## src/rtl/man_coder_pkg.sv

```systemverilog
// Shared types, timing thresholds and bit-decode rule for the Manchester coder family.
// Thresholds are in clk cycles and scale with the half-bit length.
package man_coder_pkg;

    typedef enum logic [1:0] {
        THOMAS = 2'd0,
        IEEE   = 2'd1,
        DIFF   = 2'd2
    } man_mode_e;

    typedef enum logic [1:0] {
        IDLE   = 2'd0,
        ACQ    = 2'd1,
        LOCKED = 2'd2
    } rx_state_e;

    function automatic int lim_lo(input int half_cyc);
        return 3 * half_cyc / 2;
    endfunction

    function automatic int lim_hi(input int half_cyc);
        return 5 * half_cyc / 2;
    endfunction

    function automatic int lim_gl(input int half_cyc);
        return half_cyc / 2;
    endfunction

    function automatic int cnt_width(input int half_cyc);
        return $clog2(5 * half_cyc / 2 + 1);
    endfunction

    // level is the line level just after the mid-bit edge
    function automatic logic decode_bit(input man_mode_e mode, input logic level, input logic bnd);
        case (mode)
            THOMAS:  return ~level;
            IEEE:    return level;
            default: return ~bnd;
        endcase
    endfunction

endpackage

```

## src/rtl/man_edge_sync.sv

```systemverilog
// Two-flop synchronizer for the asynchronous line plus a one-cycle edge detector.
// Latency: line change visible on level/line_edge 2 clk after sampling; no backpressure.
module man_edge_sync (
    input  logic clk,
    input  logic reset,
    input  logic line_in,
    output logic level,
    output logic line_edge
);

    logic sync1;
    logic sync2;
    logic prev;

    always_ff @(posedge clk) begin
        if (!reset) begin
            sync1 <= 1'b0;
            sync2 <= 1'b0;
            prev  <= 1'b0;
        end else begin
            sync1 <= line_in;
            sync2 <= sync1;
            prev  <= sync2;
        end
    end

    assign level     = sync2;
    assign line_edge = sync2 ^ prev;

endmodule

```

## src/rtl/man_decoder_rx.sv

```systemverilog
// Oversampling Manchester receiver: locks onto mid-bit transitions, strobes decoded bits, flags violations.
// Latency: 3 clk from sampled line transition to data_valid/code_err; no backpressure (strobe-only output).
module man_decoder_rx
    import man_coder_pkg::*;
#(
    parameter int HALF_CYC = 8,
    parameter int MODE     = 0
) (
    input  logic clk,
    input  logic reset,
    input  logic line_in,
    output logic data_out,
    output logic data_valid,
    output logic code_err,
    output logic locked
);

    localparam int              CW       = cnt_width(HALF_CYC);
    localparam logic [CW-1:0]   LO       = CW'(lim_lo(HALF_CYC));
    localparam logic [CW-1:0]   HI       = CW'(lim_hi(HALF_CYC));
    localparam logic [CW-1:0]   GL       = CW'(lim_gl(HALF_CYC));
    localparam man_mode_e       DEC_MODE = man_mode_e'(2'(MODE));

    logic          level;
    logic          line_edge;

    rx_state_e     state, state_nxt;
    logic [CW-1:0] cnt, cnt_nxt;
    logic [CW-1:0] elapsed;
    logic          bnd_seen, bnd_nxt;
    logic          dout_nxt, dval_nxt, err_nxt;

    man_edge_sync u_sync (
        .clk       (clk),
        .reset     (reset),
        .line_in   (line_in),
        .level     (level),
        .line_edge (line_edge)
    );

    // cnt is cleared on the accepting clock, so the current clock is one more than the register
    assign elapsed = (cnt == HI) ? HI : cnt + CW'(1);

    always_ff @(posedge clk) begin
        if (!reset) begin
            state      <= IDLE;
            cnt        <= '0;
            bnd_seen   <= 1'b0;
            data_out   <= 1'b0;
            data_valid <= 1'b0;
            code_err   <= 1'b0;
        end else begin
            state      <= state_nxt;
            cnt        <= cnt_nxt;
            bnd_seen   <= bnd_nxt;
            data_out   <= dout_nxt;
            data_valid <= dval_nxt;
            code_err   <= err_nxt;
        end
    end

    always_comb begin
        state_nxt = state;
        cnt_nxt   = elapsed;
        bnd_nxt   = bnd_seen;
        dout_nxt  = data_out;
        dval_nxt  = 1'b0;
        err_nxt   = 1'b0;

        case (state)
            IDLE: begin
                if (line_edge) begin
                    state_nxt = ACQ;
                    cnt_nxt   = '0;
                    bnd_nxt   = 1'b0;
                end
            end

            ACQ: begin
                if (line_edge) begin
                    cnt_nxt = '0;
                    if (elapsed >= LO) begin
                        state_nxt = LOCKED;
                        dval_nxt  = 1'b1;
                        dout_nxt  = decode_bit(DEC_MODE, level, 1'b0);
                        bnd_nxt   = 1'b0;
                    end
                end else if (elapsed == HI) begin
                    state_nxt = IDLE;
                end
            end

            LOCKED: begin
                if (line_edge) begin
                    if ((elapsed < GL) || ((elapsed < LO) && bnd_seen)) begin
                        state_nxt = IDLE;
                        err_nxt   = 1'b1;
                        bnd_nxt   = 1'b0;
                    end else if (elapsed < LO) begin
                        // boundary edge: keep timing from the previous mid-bit edge
                        bnd_nxt = 1'b1;
                    end else begin
                        dval_nxt = 1'b1;
                        dout_nxt = decode_bit(DEC_MODE, level, bnd_seen);
                        cnt_nxt  = '0;
                        bnd_nxt  = 1'b0;
                    end
                end else if (elapsed == HI) begin
                    state_nxt = IDLE;
                    err_nxt   = 1'b1;
                    bnd_nxt   = 1'b0;
                end
            end

            default: begin
                state_nxt = IDLE;
            end
        endcase
    end

    assign locked = (state == LOCKED);

endmodule

```

## config.mk

```make
export PLATFORM = sky130hd
export DESIGN_NAME = man_decoder_rx
export DESIGN_NICKNAME = d
export VERILOG_FILES = /design/src/rtl/man_coder_pkg.sv /design/src/rtl/man_edge_sync.sv /design/src/rtl/man_decoder_rx.sv
export SDC_FILE = /design/constraint.sdc
export NUM_CORES = 1
export LEC_CHECK = 0
export CAP_MARGIN = 20
export CORE_AREA = 5 5 58 60
export DETAILED_ROUTE_END_ITERATION = 16
export DIE_AREA = 0 0 63 65
export PLACE_DENSITY_LB_ADDON = 0.08
export SLEW_MARGIN = 0
export SYNTH_ARGS = -nofsm -noshare
export SYNTH_HDL_FRONTEND = slang
export SYNTH_HIERARCHICAL = 1
export SYNTH_SLANG_ARGS = --single-unit
export TNS_END_PERCENT = 5
```

## constraint.sdc

```tcl
create_clock -name clk -period 4.5 [get_ports clk]
set_input_delay 0.675 -clock clk [delete_from_list [all_inputs] [get_ports clk]]
set_output_delay 0.675 -clock clk [all_outputs]
set_load 0.005 [all_outputs]
```

=== Word-level counts from Yosys, hierarchy flattened ===
Cells that the tools add are included.

* Register bits after elaboration: 14
* Output and inout bits: 4
* Word-level logic and storage cells: 74

* Add/subtract/negate cells: 1
* $lt $le $gt $ge: 3
* Eq/ne operators: 13
* Multiplexer cells: 36
* Bitwise operators: 2
* Reduce and logical (&&, ||, !) cells: 10

{| class="wikitable"
|+ Operator list
! kind !! number
|-
| $mux 5 || 5
|-
| $mux 1 || 20
|-
| $mux 2 || 6
|-
| $eq 5x5->1 const B || 2
|-
| $ne 2x2->1 const B || 5
|-
| $pmux 5 s2 || 1
|-
| $pmux 2 s3 || 1
|-
| $reduce_and 6->1 || 1
|-
| $add 5x1->5 const B || 1
|-
| $ge 5x4->1 const B || 1
|-
| $lt 5x3->1 const B || 1
|-
| $lt 5x4->1 const B || 1
|-
| $reduce_and 5->1 || 1
|-
| $pmux 1 s2 || 2
|-
| $ne 3x1->1 const B || 1
|-
| $ne 3x2->1 const B || 1
|-
| $ne 3x3->1 const B || 1
|-
| $pmux 1 s3 || 1
|-
| $reduce_and 3->1 || 1
|-
| $reduce_bool 3->1 || 1
|-
| $eq 2x1->1 const B || 1
|-
| $eq 2x2->1 const B || 1
|-
| $logic_not 2->1 || 1
|-
| $ne 2x1->1 const B || 1
|-
| other kinds (7) || 7
|}

=== Logic depth before layout (Yosys ltp) ===
Gate-level depths: netlist (run 1).

* Word-level depth: 8
* Depth in mapped cells: 7
* Mapped depth without buffers: 7

=== Cells and area by module ===
The synthesis (run 1) kept the hierarchy.

{| class="wikitable"
|+ Modules (own cells, without submodules)
! module !! instances !! cells each !! area each (µm²)
|-
| man_decoder_rx || 1 || 101 || 832.0
|-
| man_edge_sync || 1 || 7 || 88.8
|}

=== Worst setup path after synthesis (run 1) ===
No wires, ideal clock.

* Path type: reg-to-reg
* Start: reg cnt[1]
* End: reg state[0]
* Setup time: 72 ps
* Arrival time: 1633 ps
* Data required time: 4428 ps
* Setup slack: 2796 ps
* Cell stages (with the launch flop): 7
* Buffers on the path: 0
* Cell sequence: dfxtp_1 ha_1 mux2i_1 o21ai_1 a21bo_1 a31oi_2 mux2i_1

* Cells in the longest elaborated chain, start to end: 7
* Elaborated cells on any way between the ends: 16
* Those cells by class: 1 x add/sub; 3 x order compare; 4 x eq/ne; 5 x mux; 3 x reduce/logical

{| class="wikitable"
|+ Ends and longest elaborated chain
! element !! RTL line !! text
|-
| from (decl) || man_decoder_rx.sv:28 || <nowiki>logic [CW-1:0] cnt, cnt_nxt;</nowiki>
|-
| from (signal assigned) || man_decoder_rx.sv:54 || <nowiki>cnt <= cnt_nxt;</nowiki>
|-
| $add 5x1->5 / $eq 5x5->1 (equally long branches) || man_decoder_rx.sv:42 || <nowiki>assign elapsed = (cnt == HI) ? HI : cnt + CW'(1);</nowiki>
|-
| $mux 5 * || man_decoder_rx.sv:42 ||
|-
| $lt 5x4->1 || man_decoder_rx.sv:95 || <nowiki>if ((elapsed < GL) || ((elapsed < LO) && bnd_seen)) begin</nowiki>
|-
| $logic_and 1x1->1 || man_decoder_rx.sv:95 ||
|-
| $logic_or 1x1->1 || man_decoder_rx.sv:95 ||
|-
| $ne 3x2->1 (no source line) || -- ||
|-
| $reduce_and 3->1 (no source line) || -- ||
|-
| to (signal assigned) || man_decoder_rx.sv:53 || <nowiki>state <= state_nxt;</nowiki>
|-
| to (decl) || man_decoder_rx.sv:27 || <nowiki>rx_state_e state, state_nxt;</nowiki>
|}

Mark *: on every way between the ends. The rest lies on a longest branch, timed or not.
A chain may end at the register's enable or synchronous reset.

=== Worst setup path after layout (run 1) ===
* Start: reg state[0]
* End: out locked

* Cells in the longest elaborated chain, start to end: 1

{| class="wikitable"
|+ Ends and longest elaborated chain
! element !! RTL line !! text
|-
| $eq 2x2->1 || man_decoder_rx.sv:121 || <nowiki>assign locked = (state == LOCKED);</nowiki>
|-
| to (decl) || man_decoder_rx.sv:15 || <nowiki>output logic locked</nowiki>
|}

No other way between the ends.

==> results.md, run 1 <==
Floorplan:
- The die area is 4100 sq um.
- In this run the standard cell core region covers 2880 sq um.
- The die outline width is 63 microns.
- The placement row count is 20.
- For this configuration, the core starts out at a cell density of 0.320.
- The overall die height is 65 microns.
- The boundary pin count is 7.

Clock tree:
- Clock latency on the worst-skew pair, taken at its later pin, is 0.28 ns.
- The post-CTS setup buffer count is 0.
- The number of hold buffers added after cts is 0.
- The total clock sinks is 14.
- After clock tree synthesis, the clock-pin slew on the worst setup and hold paths is 0.08 ns.
- The maximum buffer depth of the clock tree is 2.
- After clock tree synthesis, the repair step resized 0 gates.
- The number of clock buffers added by TritonCTS is 3.
- The master cell of the clock root buffer is clkbuf_4.
- The maximum level of the CTS H-tree is 1.
- The CTS tree is done.

Yosys:
- The share of synthesized cell area in full adder, half adder and majority cells is 0.0815.
- The post-synthesis cell type with the largest combined area is dfxtp_1.
- By area the synthesized netlist is led by dfxtp_1, ha_1, nand2_1.
- The largest family of logic cells by synthesized area is compound AO/OA/AOI/OAI gates.
- The Yosys warning count is 6.
- Of the post-synthesis cell area, the dominant cell type holds 0.304.
- The number of flops mapped to enable cells by yosys is 0.
- The multiplexer fraction of the synthesized cell area is 0.0217.
- A synthesized cell averages 8.53 sq um.
- The number of library cell types mapped by synthesis is 45.
- The dominant cell by count in the synthesized netlist is dfxtp_1.
- The xor and xnor area share after synthesis is 0.0190.
- The post-synthesis sequential element count is 14.
- The sequential-to-total area share from yosys stat is 0.304.
- The compound-gate portion of the synthesized area is 0.264.
- The net count of the mapped netlist is 117.
- The post-synthesis async set-or-reset flop share is 0.
- The mapped cell area is 921 sq um.
- After technology mapping, the gate count stands at 108.
- The leading register cell type out of synthesis is dfxtp_1.
- By count the netlist is led by dfxtp_1, nand2_1, inv_1, nor2_1, ha_1.
- The area share of and/or/nand/nor cells after synthesis is 0.245.

Setup path:
- Counting both buffers and inverters, the worst setup path holds a total of 2.
- For the worst setup path, the data arrival time is 1.60 ns.
- In this run the critical register-to-register path is captured at state[0]$_SDFFE_PN0P_.
- The largest fanout on the critical path is 8.
- The worst setup path is launched from a flop.
- The worst setup path endpoint is locked.
- The required time of the worst setup path is 3.83 ns.
- The cell with the largest stage delay on the worst path is clkdlybuf4s50_1.
- The kind of critical path is flop to output port.
- The cell class contributing the biggest share of worst-path delay is buffers and inverters.
- The critical path starts at state[0]$_SDFFE_PN0P_.
- In this run the number of cells on the critical path is 3.
- The worst setup path is captured at an output port.
- The worst reg2reg path depth is 6.
- The signal on the critical path passes through inv_1 -> ha_1 -> clkdlybuf4s50_1.
- The internal reg-to-reg setup slack is 2.46 ns.
- The startpoint identified for the worst register-to-register timing path is cnt[1]$_SDFF_PN0_.
- The longest individual stage delay on the worst path is 0.56 ns.

Layout:
- The area of all placed cells without fillers is 1030 sq um.
- After the flow finishes, the layout carries non-filler instances totaling 148.
- The proportion of layout cells with a drive suffix above 1 is 0.122.
- After the last flow step, the layout net total stands at 125.
- The number of antenna diodes in the final layout is 0.
- From synthesis to final layout, the design area changed by 12.1%.
- Counting the fill cells in the layout gives 293.

GRT:
- The via count of the first global-routing pass was 763.
- The initial antenna violation count was 0.
- The first global-routing pass estimated 3390 microns of wire.
- In the global route stage, overall resource usage came out at 0.103.
- Global routing finished with a remaining overflow of 0.
- The maximum number of pins on one net before global-route repair is 15.

STA:
- The maximum frequency from static timing analysis is 439 MHz.
- The number of hold-slack violations in the final timing report is 0.
- The final hold slack is 0.444 ns.
- The max-slew violation total from the final report is 0.
- The clock arrives with 0.00858 ns of skew.
- The slew at the pin closest to its max-slew limit is 0.545 ns.
- Setup violations remaining at the end of the flow were counted as 0.
- The clock period could shrink to 2.28 ns.
- Measured against its own limit, the worst slew margin works out to 0.635.
- Adding up every negative setup slack in the final design gives 0 ns.
- Of the available clock period, the critical path in the final layout requires 0.506.
- Setup repair after global routing left no endpoint under its margin.

Route:
- In the routed design, unresolved DRC markers number 0.
- The number of DRC violations after detailed-routing iteration 0 is 13.
- Summed over all layers, the routed wires come to 2000 microns.
- The number of antenna-violating nets in the routed design is 0.
- The average wire per cell in the routed design is 13.5 microns.
- Using the TritonRoute via totals, the vias-per-cell ratio works out to 5.28.
- The total via count after detailed routing is 782.
- The first TritonRoute pass finished after 2 iterations.

Power and ir drop:
- The design draws 0.432 mW.
- Internal power comes to 0.268 mW.
- Of the total power, combinational logic draws 0.404.
- The share of total power dissipated in sequential elements is 0.383.
- The leakage power of the design is 0.400 nW.
- The power spent charging and discharging nets is 0.164 mW.
- Dividing total power by cell area gives a power density of 419 nW/um^2.
- Of the total power, the share spent switching nets is 0.379.
- The power share of the clock group is 0.213.
- Across the VDD grid, the largest voltage drop is 0.169 mV.

Outcome:
- The flow ran to the end, and the final reports show no timing, DRC or antenna violations.

Placement:
- The global placer's final weighted congestion is 0.791.
- The number of instances in the placed design is 144.
- The number of I/O port buffers is 6.
- Summing all placed instances gives a cell area of 996 sq um.
- Detailed placement finished with a half-perimeter wire length of 1470 microns.

Hold path:
- The type of the tightest min-delay check is flop to flop.

Flow run:
- The number of maximum-capacitance constraint violations is 0.
## how the worst min path moves through the flow
stage / startpoint / to / slack [ns] / cells past startpoint
4_1_cts: u_sync/sync1$_SDFF_PN0_ / u_sync/level$_SDFF_PN0_ / 0.45 / 1
3_5_place_dp: u_sync/sync1$_SDFF_PN0_ / u_sync/level$_SDFF_PN0_ / 0.42 / 1
3_3_place_gp: u_sync/sync1$_SDFF_PN0_ / u_sync/level$_SDFF_PN0_ / 0.41 / 1
2_1_floorplan: u_sync/sync1$_SDFF_PN0_ / u_sync/level$_SDFF_PN0_ / 0.41 / 1
6_report: u_sync/sync1$_SDFF_PN0_ / u_sync/level$_SDFF_PN0_ / 0.44 / 1
5_1_grt: u_sync/sync1$_SDFF_PN0_ / u_sync/level$_SDFF_PN0_ / 0.50 / 1
## cell usage in the layout (no fill, tap or decap), types with 2 or more instances in the layout
| cell type | Yosys | layout |
|---|---|---|
| o21ai_1 | 2 | 2 |
| nand4_1 | 3 | 3 |
| a211oi_1 | 3 | 3 |
| or2_2 | 2 | 2 |
| ha_1 | 6 | 6 |
| a21oi_1 | 2 | 2 |
| mux2i_1 | 2 | 2 |
| and2_1 | 4 | 4 |
| a21o_1 | 2 | 2 |
| o211ai_1 | 2 | 2 |
| nand2_1 | 11 | 11 |
| clkbuf_4 | 0 | 3 |
| inv_1 | 9 | 9 |
| clkdlybuf4s50_1 | 0 | 6 |
| dfxtp_1 | 14 | 14 |
| nor2_1 | 9 | 9 |
| nand3_1 | 5 | 5 |
| a21boi_0 | 2 | 2 |
## cell families after synthesis
kind of cell	after synthesis
simple gates	43
compound gates	29
flops	14
buf+inv	12
fa+ha+maj	6
xor+xnor	2
mux	2
## state kept, by name, summed over array words and instances, names as in the netlist
register,count
cnt,5
state,2
bnd_seen,1
code_err,1
data_out,1
data_valid,1
u_sync/level,1
u_sync/prev,1
u_sync/sync1,1
## worst reg2reg max path: stages (launching register included)
cell and delay, ns:
dfxtp_1 0.50, ha_1 0.30, mux2i_1 0.25, o21ai_1 0.16
a21bo_1 0.25, a31oi_2 0.28, mux2i_1 0.22
## area by class of cell
class,count,area (sq um),area share
multi-input combinational,82,581,0.562
sequential,14,280,0.272
timing repair buffer,6,60.1,0.0582
tap,33,41.3,0.0400
clock buffer,4,36.3,0.0352
inverter,9,33.8,0.0327
## per-stage QoR
stage | util | worst slack, ns
after floorplan | - | 2.80
after global placement | 0.346 | 2.50
after detailed placement | 0.346 | 2.46
after CTS | 0.359 | 2.20
after global routing | 0.359 | 2.09
final | 0.359 | 2.22
## per-layer routing
metal | track usage | up-vias | share of wire
met5 | 0 | - | 0
met2 | 0.171 | 8 | 0.46
met3 | 0.0329 | 2 | 0.027
li1 | - | 405 | -
met1 | 0.130 | 367 | 0.51
met4 | 0.0239 | 0 | 0.0075
## power groups by stage
stage | clock network (mW) | logic (mW) | registers, mW
2_1_floorplan | 0 | 0.132 | 0.162
3_3_place_gp | 0 | 0.176 | 0.169
3_5_place_dp | 0 | 0.176 | 0.169
4_1_cts | 0.0971 | 0.177 | 0.166
5_1_grt | 0.102 | 0.197 | 0.170
6_report | 0.0919 | 0.175 | 0.166
No activity file was read; power rests on OpenSTA's default activity.
==> run 2, diff against run 1 <==
==> constraint.sdc (replaced) <==
create_clock -name clk -period 2.05 [get_ports clk]
set_input_delay 0.3075 -clock clk [delete_from_list [all_inputs] [get_ports clk]]
set_output_delay 0.3075 -clock clk [all_outputs]
set_load 0.005 [all_outputs]
==> run 2 against run 1 <==
Die area stayed put. Clock power rose by 120%. Critical path depth up 1. Total power is 120% higher. Final cell count grew 1.4%. Combinational power rose by 120%. Worst setup slack got worse by 2.1 ns. Non-clock buffer count increased by 2. Register-to-register slack got worse by 2.3 ns. Worst hold slack worse by 0.0054 ns.
==> results.md, run 2 (synthesized netlist as in run 1, its figures left out) <==
Hold path:
- The cell depth of the worst min-delay path is 1 (unchanged).
- The type of the tightest min-delay check was flop to flop (unchanged).
- The worst hold path startpoint is u_sync/sync1$_SDFF_PN0_ (unchanged).
- The hold path endpoint is u_sync/level$_SDFF_PN0_ (unchanged).

Route:
- The total wire length is 1980 microns (was 2000 microns).
- The number of antenna-violating nets in the routed design is 0 (unchanged).
- The number of DRC violations after detailed-routing iteration 0 is 17 (was 13).
- The number of optimization iterations in the first detailed-route pass is 4 (was 2).
- The total via count after detailed routing came to 790 (was 782).
- The average wire per cell in the routed design is 13.2 microns (was 13.5 microns).
- The DRC violation count after routing is 0 (unchanged).
- The via density per instance is 5.27 (was 5.28).

Power and ir drop:
- The leakage power of the design came to 0.412 nW (was 0.400 nW).
- The power share of the combinational group is 0.406 (was 0.404).
- The proportion of total power due to net switching came to 0.378 (was 0.379).
- The sequential share of power came to 0.381 (was 0.383).
- The power share of the clock group is 0.213 (about the same).
- The power spent charging and discharging nets is 0.363 mW (was 0.164 mW).
- The power per cell area is 915 nW/um^2 (was 419 nW/um^2).
- The internal power of the cells is 0.597 mW (was 0.268 mW).
- The worst IR drop on VDD is 0.424 mV (was 0.169 mV).

Clock tree:
- The CTS tree is done (unchanged).
- The total clock sinks was 14 (unchanged).
- The count of cells resized by post-cts repair is 0 (unchanged).
- The clock latency on the worst-skew pair is 0.28 ns (about the same).
- The post-CTS setup buffer count came to 0 (unchanged).
- The clock edge transition at the registers on the reported setup and hold paths is 0.09 ns (was 0.08 ns).
- The master cell of the clock root buffer is clkbuf_4 (unchanged).
- The number of hold buffers added after cts is 0 (unchanged).
- The maximum buffer depth of the clock tree is 2 (unchanged).
- The number of buffers inserted during clock tree synthesis is 3 (unchanged).
- The maximum level of the CTS H-tree came to 1 (unchanged).

Layout:
- The register cell area after layout came to 283 sq um (was 280 sq um).
- Top flop regs: cnt: 5 flops, state: 2 flops (unchanged).
- Commonest cells after routing, fill and taps aside: dfxtp_1, nand2_1, inv_1, nor2_1 (unchanged).
- The count of fill cells added during filler insertion is 290 (was 293).
- The top register by number of flip-flops is cnt (unchanged).
- The area of all placed cells without fillers is 1050 sq um (was 1030 sq um).
- The proportion of layout cells with a drive suffix above 1 is 0.154 (was 0.122).
- The multi-input gate area in the final layout is 581 sq um (unchanged).
- The count of nets after finishing is 127 (was 125).
- The number of diodes is 0 (unchanged).
- The commonest non-fill, non-tap cell in the layout is dfxtp_1 (unchanged).
- The flip-flop count of the largest register, all copies and words added was 5 (unchanged).
- The area growth from synthesis to layout is 14.0% (was 12.1%).

Placement:
- The pre-CTS setup slack is 0.101 ns (was 2.46 ns).
- The global placer's final weighted congestion was 0.730 (was 0.791).
- The placement-stage cell area is 1010 sq um (was 996 sq um).
- The number of I/O port buffers is 6 (unchanged).
- The estimated wirelength of the detail-placed design is 1490 microns (was 1470 microns).

STA:
- The max-slew violation total from the final report was 0 (unchanged).
- The final-layout setup total negative slack is 0 ns (unchanged).
- The final setup violation count was 0 (unchanged).
- The number of hold-slack violations in the final timing report is 0 (unchanged).
- In the finished design, the share of the clock period the worst path needs comes to 0.932.
- The maximum frequency from static timing analysis is 524 MHz.
- The maximum clock skew at final layout was 0.00161 ns (was 0.00858 ns).
- The remaining max-slew budget at the tightest pin is 0.698 (was 0.635).
- Setup repair after global routing missed its margin: no (unchanged).
- The worst path needs 1.91 ns of the cycle, external delays included.
- The slew at the pin closest to its max-slew limit came to 0.452 ns (was 0.545 ns).
- The final worst-path setup slack is 0.140 ns (was 2.22 ns).
- The final hold slack is 0.439 ns (was 0.444 ns).

GRT:
- The most crowded layer after global routing is met2 (unchanged).
- The met2 demand-to-capacity share in global routing is 0.173 (was 0.171).
- The overflow left after global routing came to 0 (unchanged).
- The first-pass GRT wire length was 3570 microns (was 3390 microns).
- The via count of the first global-routing pass came to 779 (was 763).
- The initial antenna violation count is 0 (unchanged).
- The maximum number of pins on one net before global-route repair is 15 (unchanged).
- The met3 global-route usage is 0.0173 (was 0.0329).
- The met1 routing resource usage after global routing is 0.139 (was 0.130).
- The all-layer global routing usage is 0.108 (was 0.103).

Setup path:
- The required time of the worst setup path is 1.74 ns (was 3.83 ns).
- The element type at the critical path end is an output port (unchanged).
- The internal reg-to-reg setup slack is 0.18 ns (was 2.46 ns).
- The worst reg2reg path depth came to 6 (unchanged).
- The largest fanout on the critical path is 7 (was 8).
- The reg-to-reg critical path startpoint was cnt[1]$_SDFF_PN0_ (unchanged).
- The arrival time reported for the critical path endpoint is 1.60 ns (about the same).
- The critical path launch point type is a flop (unchanged).
- The kind of critical path is flop to output port (unchanged).
- The end of the worst register-to-register path is state[0]$_SDFFE_PN0P_ (unchanged).

Floorplan:
- The overall die height is 65 microns (unchanged).
- The boundary pin count was 7 (unchanged).
- The placement row count is 20 (unchanged).
- The die area is 4100 sq um (unchanged).
- The area inside the core boundary came to 2880 sq um (unchanged).
- The die outline width is 63 microns (unchanged).
- The starting density of the core is 0.320 (unchanged).

Outcome:
- Status: complete, no violations (unchanged).

Flow run:
- The number of maximum-capacitance constraint violations is 0 (unchanged).
[run 2: worst max path at each step]
stage,from,endpoint,slack (ns),cells past startpoint
after CTS,cnt[1]$_SDFF_PN0_,state[0]$_SDFFE_PN0P_,0.09,6
after global placement,cnt[0]$_SDFF_PN0_,state[0]$_SDFFE_PN0P_,0.17,6
after floorplan,cnt[1]$_SDFF_PN0_,state[0]$_SDFFE_PN0P_,0.35,6
after global routing,cnt[1]$_SDFF_PN0_,state[0]$_SDFFE_PN0P_,0.03,6
final,state[0]$_SDFFE_PN0P_,locked,0.14,4
after detailed placement,cnt[1]$_SDFF_PN0_,state[0]$_SDFFE_PN0P_,0.10,6
[run 2: area by class of cell]
cell class | count | share of cell area
clock buffer | 4 | 0.0346
inverter | 9 | 0.0322
multi-input combinational | 82 | 0.553
sequential | 14 | 0.269
tap | 33 | 0.0393
timing repair buffer | 8 | 0.0715
[run 2: power by group through the flow]
stage	logic (mW)	clock network, mW	registers, mW
after CTS	0.392	0.216	0.362
after global routing	0.450	0.230	0.374
final	0.390	0.205	0.366
after floorplan	0.290	0	0.357
after global placement	0.396	0	0.364
after detailed placement	0.390	0	0.368
[run 2: routing by layer]
| layer | routed length, microns | share of wire | vias to the layer above |
|---|---|---|---|
| li1 | - | - | 410 |
| met1 | 990 | 0.50 | 360 |
| met2 | 891 | 0.45 | 16 |
| met3 | 61 | 0.031 | 4 |
| met4 | 36 | 0.018 | 0 |
| met5 | 0 | 0 | - |
[run 2: metrics by stage]
stage | utilization | instances | power [mW]
after floorplan | - | 108 | 0.647
after global placement | 0.351 | 146 | 0.760
after detailed placement | 0.351 | 146 | 0.758
after CTS | 0.364 | 150 | 0.970
after global routing | 0.365 | 150 | 1.05
final | 0.365 | 150 | 0.960
[run 2: critical path: stages, from the launching register on]
cell,delay [ns]
dfxtp_1,0.41
inv_1,0.08
ha_1,0.21
buf_4,0.17
clkdlybuf4s50_1,0.45
